`src/rtl/xbar_stream_if.sv`:
```
// Stream crossbar bundle: N_IN producer streams in, N_OUT consumer streams out.
// slave is the crossbar's view, master is the view of whoever drives the producers and sinks.
interface xbar_stream_if #(
  parameter int N_IN  = 4,
  parameter int N_OUT = 4,
  parameter int WIDTH = 8
);
  localparam int DW = $clog2(N_OUT);
  localparam int SW = $clog2(N_IN);

  logic                   i_cg;
  logic [N_IN-1:0]        i_inValid;
  logic [N_IN-1:0]        o_inReady;
  logic [N_IN*WIDTH-1:0]  i_inData;
  logic [N_IN*DW-1:0]     i_inDest;
  logic [N_IN-1:0]        i_inLast;
  logic [N_OUT-1:0]       o_outValid;
  logic [N_OUT-1:0]       i_outReady;
  logic [N_OUT*WIDTH-1:0] o_outData;
  logic [N_OUT*SW-1:0]    o_outSrc;
  logic [N_OUT-1:0]       o_outLast;
  logic                   o_err;

  modport slave (
    input  i_cg, i_inValid, i_inData, i_inDest, i_inLast, i_outReady,
    output o_inReady, o_outValid, o_outData, o_outSrc, o_outLast, o_err
  );

  modport master (
    output i_cg, i_inValid, i_inData, i_inDest, i_inLast, i_outReady,
    input  o_inReady, o_outValid, o_outData, o_outSrc, o_outLast, o_err
  );
endinterface

```
`src/rtl/xbar_stream.sv`:
```
// Per-beat routed stream crossbar: round-robin arbiter and one register stage per output.
// Define XBAR_STREAM_PKTLOCK_EN to keep an output locked to one source until that packet's last beat.
module xbar_stream #(
  parameter int N_IN  = 4,
  parameter int N_OUT = 4,
  parameter int WIDTH = 8
) (
  input  logic         i_clk,
  input  logic         i_rst,
  xbar_stream_if.slave bus
);
  localparam int DW = $clog2(N_OUT);
  localparam int SW = $clog2(N_IN);

  logic [N_OUT-1:0]           ld;
  logic [N_OUT-1:0][N_IN-1:0] gnt;
  logic [N_IN-1:0]            oor;
  logic [N_IN-1:0]            in_ready;
  logic                       err_reg;

  // Destinations past N_OUT only exist when N_OUT is not a power of two.
  genvar gi;
  generate
    if ((1 << DW) > N_OUT) begin : g_oor
      for (gi = 0; gi < N_IN; gi++) begin : g_in
        assign oor[gi] = bus.i_inValid[gi] && (bus.i_inDest[gi*DW +: DW] >= DW'(N_OUT));
      end
    end else begin : g_no_oor
      assign oor = '0;
    end
  endgenerate

  always_comb begin
    in_ready = {N_IN{bus.i_cg}} & oor;
    for (int j = 0; j < N_OUT; j++) begin
      in_ready = in_ready | gnt[j];
    end
  end

  assign bus.o_inReady = in_ready;

  always_ff @(posedge i_clk or posedge i_rst) begin
    if (i_rst) begin
      err_reg <= 1'b0;
    end else begin
      err_reg <= bus.i_cg & (|oor);
    end
  end

  assign bus.o_err = err_reg;

  generate
    for (gi = 0; gi < N_OUT; gi++) begin : g_out
      logic [N_IN-1:0]  req;
      logic [N_IN-1:0]  elig;
      logic             grant_any;
      logic             gnt_en;
      logic [SW-1:0]    gsel;
      logic [SW-1:0]    cand;
      logic [SW-1:0]    ptr_reg;
      logic             valid_reg;
      logic [WIDTH-1:0] data_reg;
      logic [SW-1:0]    src_reg;
      logic             last_reg;

      assign ld[gi] = bus.i_cg & (~valid_reg | bus.i_outReady[gi]);

      always_comb begin
        req = '0;
        for (int i = 0; i < N_IN; i++) begin
          req[i] = bus.i_inValid[i] && (bus.i_inDest[i*DW +: DW] == DW'(gi));
        end
      end

`ifdef XBAR_STREAM_PKTLOCK_EN
      logic          lock_reg;
      logic [SW-1:0] lock_src_reg;

      // A locked output only listens to the source whose packet is still open.
      always_comb begin
        elig = req;
        if (lock_reg) begin
          elig = req & (N_IN'(1) << lock_src_reg);
        end
      end

      always_ff @(posedge i_clk or posedge i_rst) begin
        if (i_rst) begin
          lock_reg     <= 1'b0;
          lock_src_reg <= '0;
        end else if (gnt_en) begin
          lock_reg     <= ~bus.i_inLast[gsel];
          lock_src_reg <= gsel;
        end
      end
`else
      assign elig = req;
`endif

      // Search starts at the pointer and wraps, so the last winner has lowest priority.
      always_comb begin
        grant_any = 1'b0;
        gsel      = '0;
        cand      = '0;
        for (int k = 0; k < N_IN; k++) begin
          cand = SW'((int'(ptr_reg) + k) % N_IN);
          if (!grant_any && elig[cand]) begin
            grant_any = 1'b1;
            gsel      = cand;
          end
        end
      end

      assign gnt_en  = grant_any & ld[gi];
      assign gnt[gi] = gnt_en ? (N_IN'(1) << gsel) : '0;

      always_ff @(posedge i_clk or posedge i_rst) begin
        if (i_rst) begin
          valid_reg <= 1'b0;
          data_reg  <= '0;
          src_reg   <= '0;
          last_reg  <= 1'b0;
          ptr_reg   <= '0;
        end else if (ld[gi]) begin
          valid_reg <= grant_any;
          if (grant_any) begin
            data_reg <= bus.i_inData[int'(gsel)*WIDTH +: WIDTH];
            src_reg  <= gsel;
            last_reg <= bus.i_inLast[gsel];
            ptr_reg  <= (gsel == SW'(N_IN-1)) ? '0 : gsel + 1'b1;
          end
        end
      end

      assign bus.o_outValid[gi]               = valid_reg;
      assign bus.o_outData[gi*WIDTH +: WIDTH] = data_reg;
      assign bus.o_outSrc[gi*SW +: SW]        = src_reg;
      assign bus.o_outLast[gi]                = last_reg;
    end
  endgenerate
endmodule

```
`src/flat_wrapper.sv`:
```
// flat-port wrapper written by rule: the top's interface ports become plain ports
module xbar_stream_flat 
#(
  parameter int N_IN  = 4,
  parameter int N_OUT = 4,
  parameter int WIDTH = 8
)
  (i_clk, i_rst, bus_i_cg, bus_i_inValid, bus_i_inData, bus_i_inDest, bus_i_inLast, bus_i_outReady, bus_o_inReady, bus_o_outValid, bus_o_outData, bus_o_outSrc, bus_o_outLast, bus_o_err);
  xbar_stream_if #(.N_IN(N_IN), .N_OUT(N_OUT), .WIDTH(WIDTH)) bus_i ();
  input  logic i_clk;
  input  logic i_rst;
  input wire logic [$bits(bus_i.i_cg)-1:0] bus_i_cg;
  input wire logic [$bits(bus_i.i_inValid)-1:0] bus_i_inValid;
  input wire logic [$bits(bus_i.i_inData)-1:0] bus_i_inData;
  input wire logic [$bits(bus_i.i_inDest)-1:0] bus_i_inDest;
  input wire logic [$bits(bus_i.i_inLast)-1:0] bus_i_inLast;
  input wire logic [$bits(bus_i.i_outReady)-1:0] bus_i_outReady;
  output wire logic [$bits(bus_i.o_inReady)-1:0] bus_o_inReady;
  output wire logic [$bits(bus_i.o_outValid)-1:0] bus_o_outValid;
  output wire logic [$bits(bus_i.o_outData)-1:0] bus_o_outData;
  output wire logic [$bits(bus_i.o_outSrc)-1:0] bus_o_outSrc;
  output wire logic [$bits(bus_i.o_outLast)-1:0] bus_o_outLast;
  output wire logic [$bits(bus_i.o_err)-1:0] bus_o_err;
  assign bus_i.i_cg = bus_i_cg;
  assign bus_i.i_inValid = bus_i_inValid;
  assign bus_i.i_inData = bus_i_inData;
  assign bus_i.i_inDest = bus_i_inDest;
  assign bus_i.i_inLast = bus_i_inLast;
  assign bus_i.i_outReady = bus_i_outReady;
  assign bus_o_inReady = bus_i.o_inReady;
  assign bus_o_outValid = bus_i.o_outValid;
  assign bus_o_outData = bus_i.o_outData;
  assign bus_o_outSrc = bus_i.o_outSrc;
  assign bus_o_outLast = bus_i.o_outLast;
  assign bus_o_err = bus_i.o_err;
  xbar_stream #(.N_IN(N_IN), .N_OUT(N_OUT), .WIDTH(WIDTH)) u_core (.i_clk(i_clk), .i_rst(i_rst), .bus(bus_i));
endmodule
```
`config.mk`:
```
export PLATFORM = sky130hd
export DESIGN_NAME = xbar_stream_flat
export DESIGN_NICKNAME = d
export VERILOG_FILES = /design/src/rtl/xbar_stream_if.sv /design/src/rtl/xbar_stream.sv /design/src/flat_wrapper.sv
export SDC_FILE = /design/constraint.sdc
export NUM_CORES = 1
export LEC_CHECK = 0
export CAP_MARGIN = 15
export CORE_ASPECT_RATIO = 0.8
export CORE_MARGIN = 4
export CORE_UTILIZATION = 54
export CTS_CLUSTER_DIAMETER = 100
export CTS_CLUSTER_SIZE = 20
export DETAILED_ROUTE_END_ITERATION = 10
export GPL_ROUTABILITY_DRIVEN = 0
export PLACE_DENSITY = 0.91
export SYNTH_ARGS = -nofsm -noshare
export SYNTH_HDL_FRONTEND = slang
export SYNTH_SLANG_ARGS = --single-unit
```
`constraint.sdc`:
```
create_clock -name i_clk -period 11.54 [get_ports i_clk]
set_clock_uncertainty 0.1 [all_clocks]
set_input_delay 3.462 -clock i_clk [delete_from_list [all_inputs] [get_ports i_clk]]
set_output_delay 3.462 -clock i_clk [all_outputs]
set_load 0.01 [all_outputs]
```
==> flow_metrics.tcl <==
set metrics [dict create \
    clockBufferDepth 2 \
    crit_path_max_incr_delay_ps 970 \
    crit_required_ps 7980 \
    min_from "u_core.g_out[2].src_reg[0]" \
    die_w_microns 108 \
    avgSynthCellArea_sq_um 9.48 \
    hold_depth 1 \
    startpoint_type "input port" \
    crit_type "input port to output pin" \
    holdWs_ps 391 \
    fin_crit_ps 10270 \
    dr_wl_met2_microns 6050 \
    syn2layout_area_growth_pct 25.8 \
    wl_microns 14200 \
    ys.flop_type "dfrtp_1" \
    wl_met3_microns 2140 \
    wl_per_cell_microns 22.4 \
    maxUsedRoutingLayer "met4" \
    final_cell_area_sq_um 5390 \
    io_pins 108 \
    rsz0062_at_grt "no" \
    port_buffers 106 \
    setup_viol 0 \
    initial_utilization_pct 56.6 \
    ys_warn_count 0 \
    slew_viol_final 0 \
    cap_violations 0 \
    clk-insertion-delay-late_ps 320 \
    synth_edf_count 0 \
    status "finished clean" \
    track_usage_pct 30.4 \
    cts_num_sinks 56 \
    drt_first_iter_violations 706 \
    place_ws_ps 1390 \
    nets 602 \
    synthCells 452 \
    grt_pass1_vias 4308 \
    worstHoldPathType "register to register" \
    netlist_area_sq_um 4290 \
    antenna_found_initial 0 \
    grt_pass1_wl_microns 22700 \
    critPathMostFrequentCell "clkdlybuf4s50_1" \
    synth_top_area_share_pct 32.7 \
    antennaDiodeCount 0 \
    design.core.area_sq_um 7570 \
    crit_family "simple AND/OR/NAND/NOR gates" \
    first_pass_iters 6 \
    path_buf_inv 3 \
    yosysTopAreaCell "dfrtp_1" \
    cts_tree "built" \
    drc 0 \
    yosysSeqAreaShare_pct 32.7 \
    arrival_ps 6700 \
    hold_viol 0 \
    fmax_mhz 97.4 \
    num_rows 28 \
    worst_pin_slew_ps 1240 \
    cts_buffers 5 \
    synth-seq-cells 56 \
    cts_hold_buf 0 \
    p_leak_nw 2.20 \
    synthDistinctLibCells 69 \
    hpwlAfterDp_microns 10700 \
    clockRootBuffer "clkbuf_8" \
    cts_max_level 2 \
    largest_register_ffs 32 \
    ir_worst_vdd_uv 80.6 \
    path_max_fanout 12 \
    drive_gt1_share_pct 7.14 \
    startpoint "bus_i_inValid[2]" \
    drt-vias-per-instance 7.03 \
    critical_path.cell_chain "clkdlybuf4s50_1 > nor3b_1 > a311oi_1 > nor2_1 > inv_1 > ha_1 > a22oi_1 > nand2_1 > clkdlybuf4s50_1" \
    end_kind "output pin" \
    dieHeight_microns 87.7 \
    grt-ovfl-total 0 \
    fin_util_pct 71.3 \
    tns_ps 0 \
    ant_nets 0 \
    setup_ws_ps 1270 \
    cts.clk_slew.worst_paths_ps 100 \
    crit_slowest_cell "nor2_1" \
    powerDensity_nw_per_um2 142 \
    timing.final.crit_share_pct 89.0 \
    reg2reg_from "u_core.g_out[0].ptr_reg[0]" \
    met1Wirelength_microns 5540 \
    ys_top_cells_by_area "dfrtp_1 33%, mux2i_1 8.4%, ha_1 4.7%" \
    via_count 4478 \
    grt_max_degree 57 \
    synthArstFlopShare_pct 100 \
    cp.depth 9 \
    rr_worst_depth 6 \
    slew_headroom_pct 17.3 \
    dieArea_sq_um 9430 \
    cts_resized 0 \
    post_cts_buffers 0 \
    synth_nets 523 \
    dpl-instance-area_sq_um 5280 \
]
power by group:
group	internal (mW)	total, mW	switching, mW
combinational	0.174	0.334	0.160
sequential	0.253	0.300	0.0465
clock	0.0647	0.132	0.0675
layout by cell type, fill, tap and decap left out, drive strengths merged, types with 9 or more instances in the layout:
| cell | n |
|---|---|
| clkdlybuf4s50 | 106 |
| dfrtp | 56 |
| mux2i | 36 |
| nand2 | 31 |
| nor2 | 29 |
| a31oi | 28 |
| inv | 22 |
| ha | 16 |
| o21ai | 16 |
| a21oi | 13 |
| mux2 | 12 |
| a2111oi | 11 |
| a211oi | 10 |
| o221a | 10 |
| and4 | 9 |
| o32ai | 9 |
| nor4 | 9 |
final timing paths:
kind | to | slack [ps]
worst min register to register | u_core.g_out[2].src_reg[0] | 390
min in group asynchronous | u_core.g_out[3].src_reg[1] | 3550
worst max register to register | u_core.g_out[0].ptr_reg[1] | 8930
worst min-delay path | u_core.g_out[2].src_reg[0] | 390
worst max-delay path | bus_o_inReady[1] | 1270
max in group asynchronous | u_core.g_out[1].data_reg[0] | 7300
final cells by class:
cell class	instances	area, sq um
clock buffer	6	72.6
clock inverter	2	35.0
fill	571	2170
inverter	23	87.6
multi-input combinational	334	2570
sequential	56	1400
tap	105	131
timing repair buffer	111	1100
layer usage:
metal	up-vias	track usage, %
met3	93	10.6
li1	1914	-
met5	-	0
met4	0	9.63
met1	2067	41.5
met2	404	45.7
cell usage after synthesis, types with 10 or more instances:
library cell,number
inv_1,21
buf_2,11
clkbuf_1,13
mux2i_1,36
ha_1,16
dfrtp_1,56
o21ai_0,14
a21oi_1,13
a31oi_1,27
nand2_1,31
a211oi_1,10
nor2_1,29
cell families after synthesis:
group	after synthesis	synth area share, %
compound gates	140	25.8
fa+ha+maj	16	4.67
buf+inv	62	7.47
flops	56	32.7
mux	48	11.6
other cells	1	0.0875
simple gates	129	17.7
stage by stage:
step | power, mW | instances
global route | 0.805 | 637
detailed placement | 0.629 | 628
CTS | 0.761 | 636
finish | 0.766 | 637
floorplan | 0.467 | 452
global placement | 0.616 | 628
No activity file was read; power rests on OpenSTA's default activity.
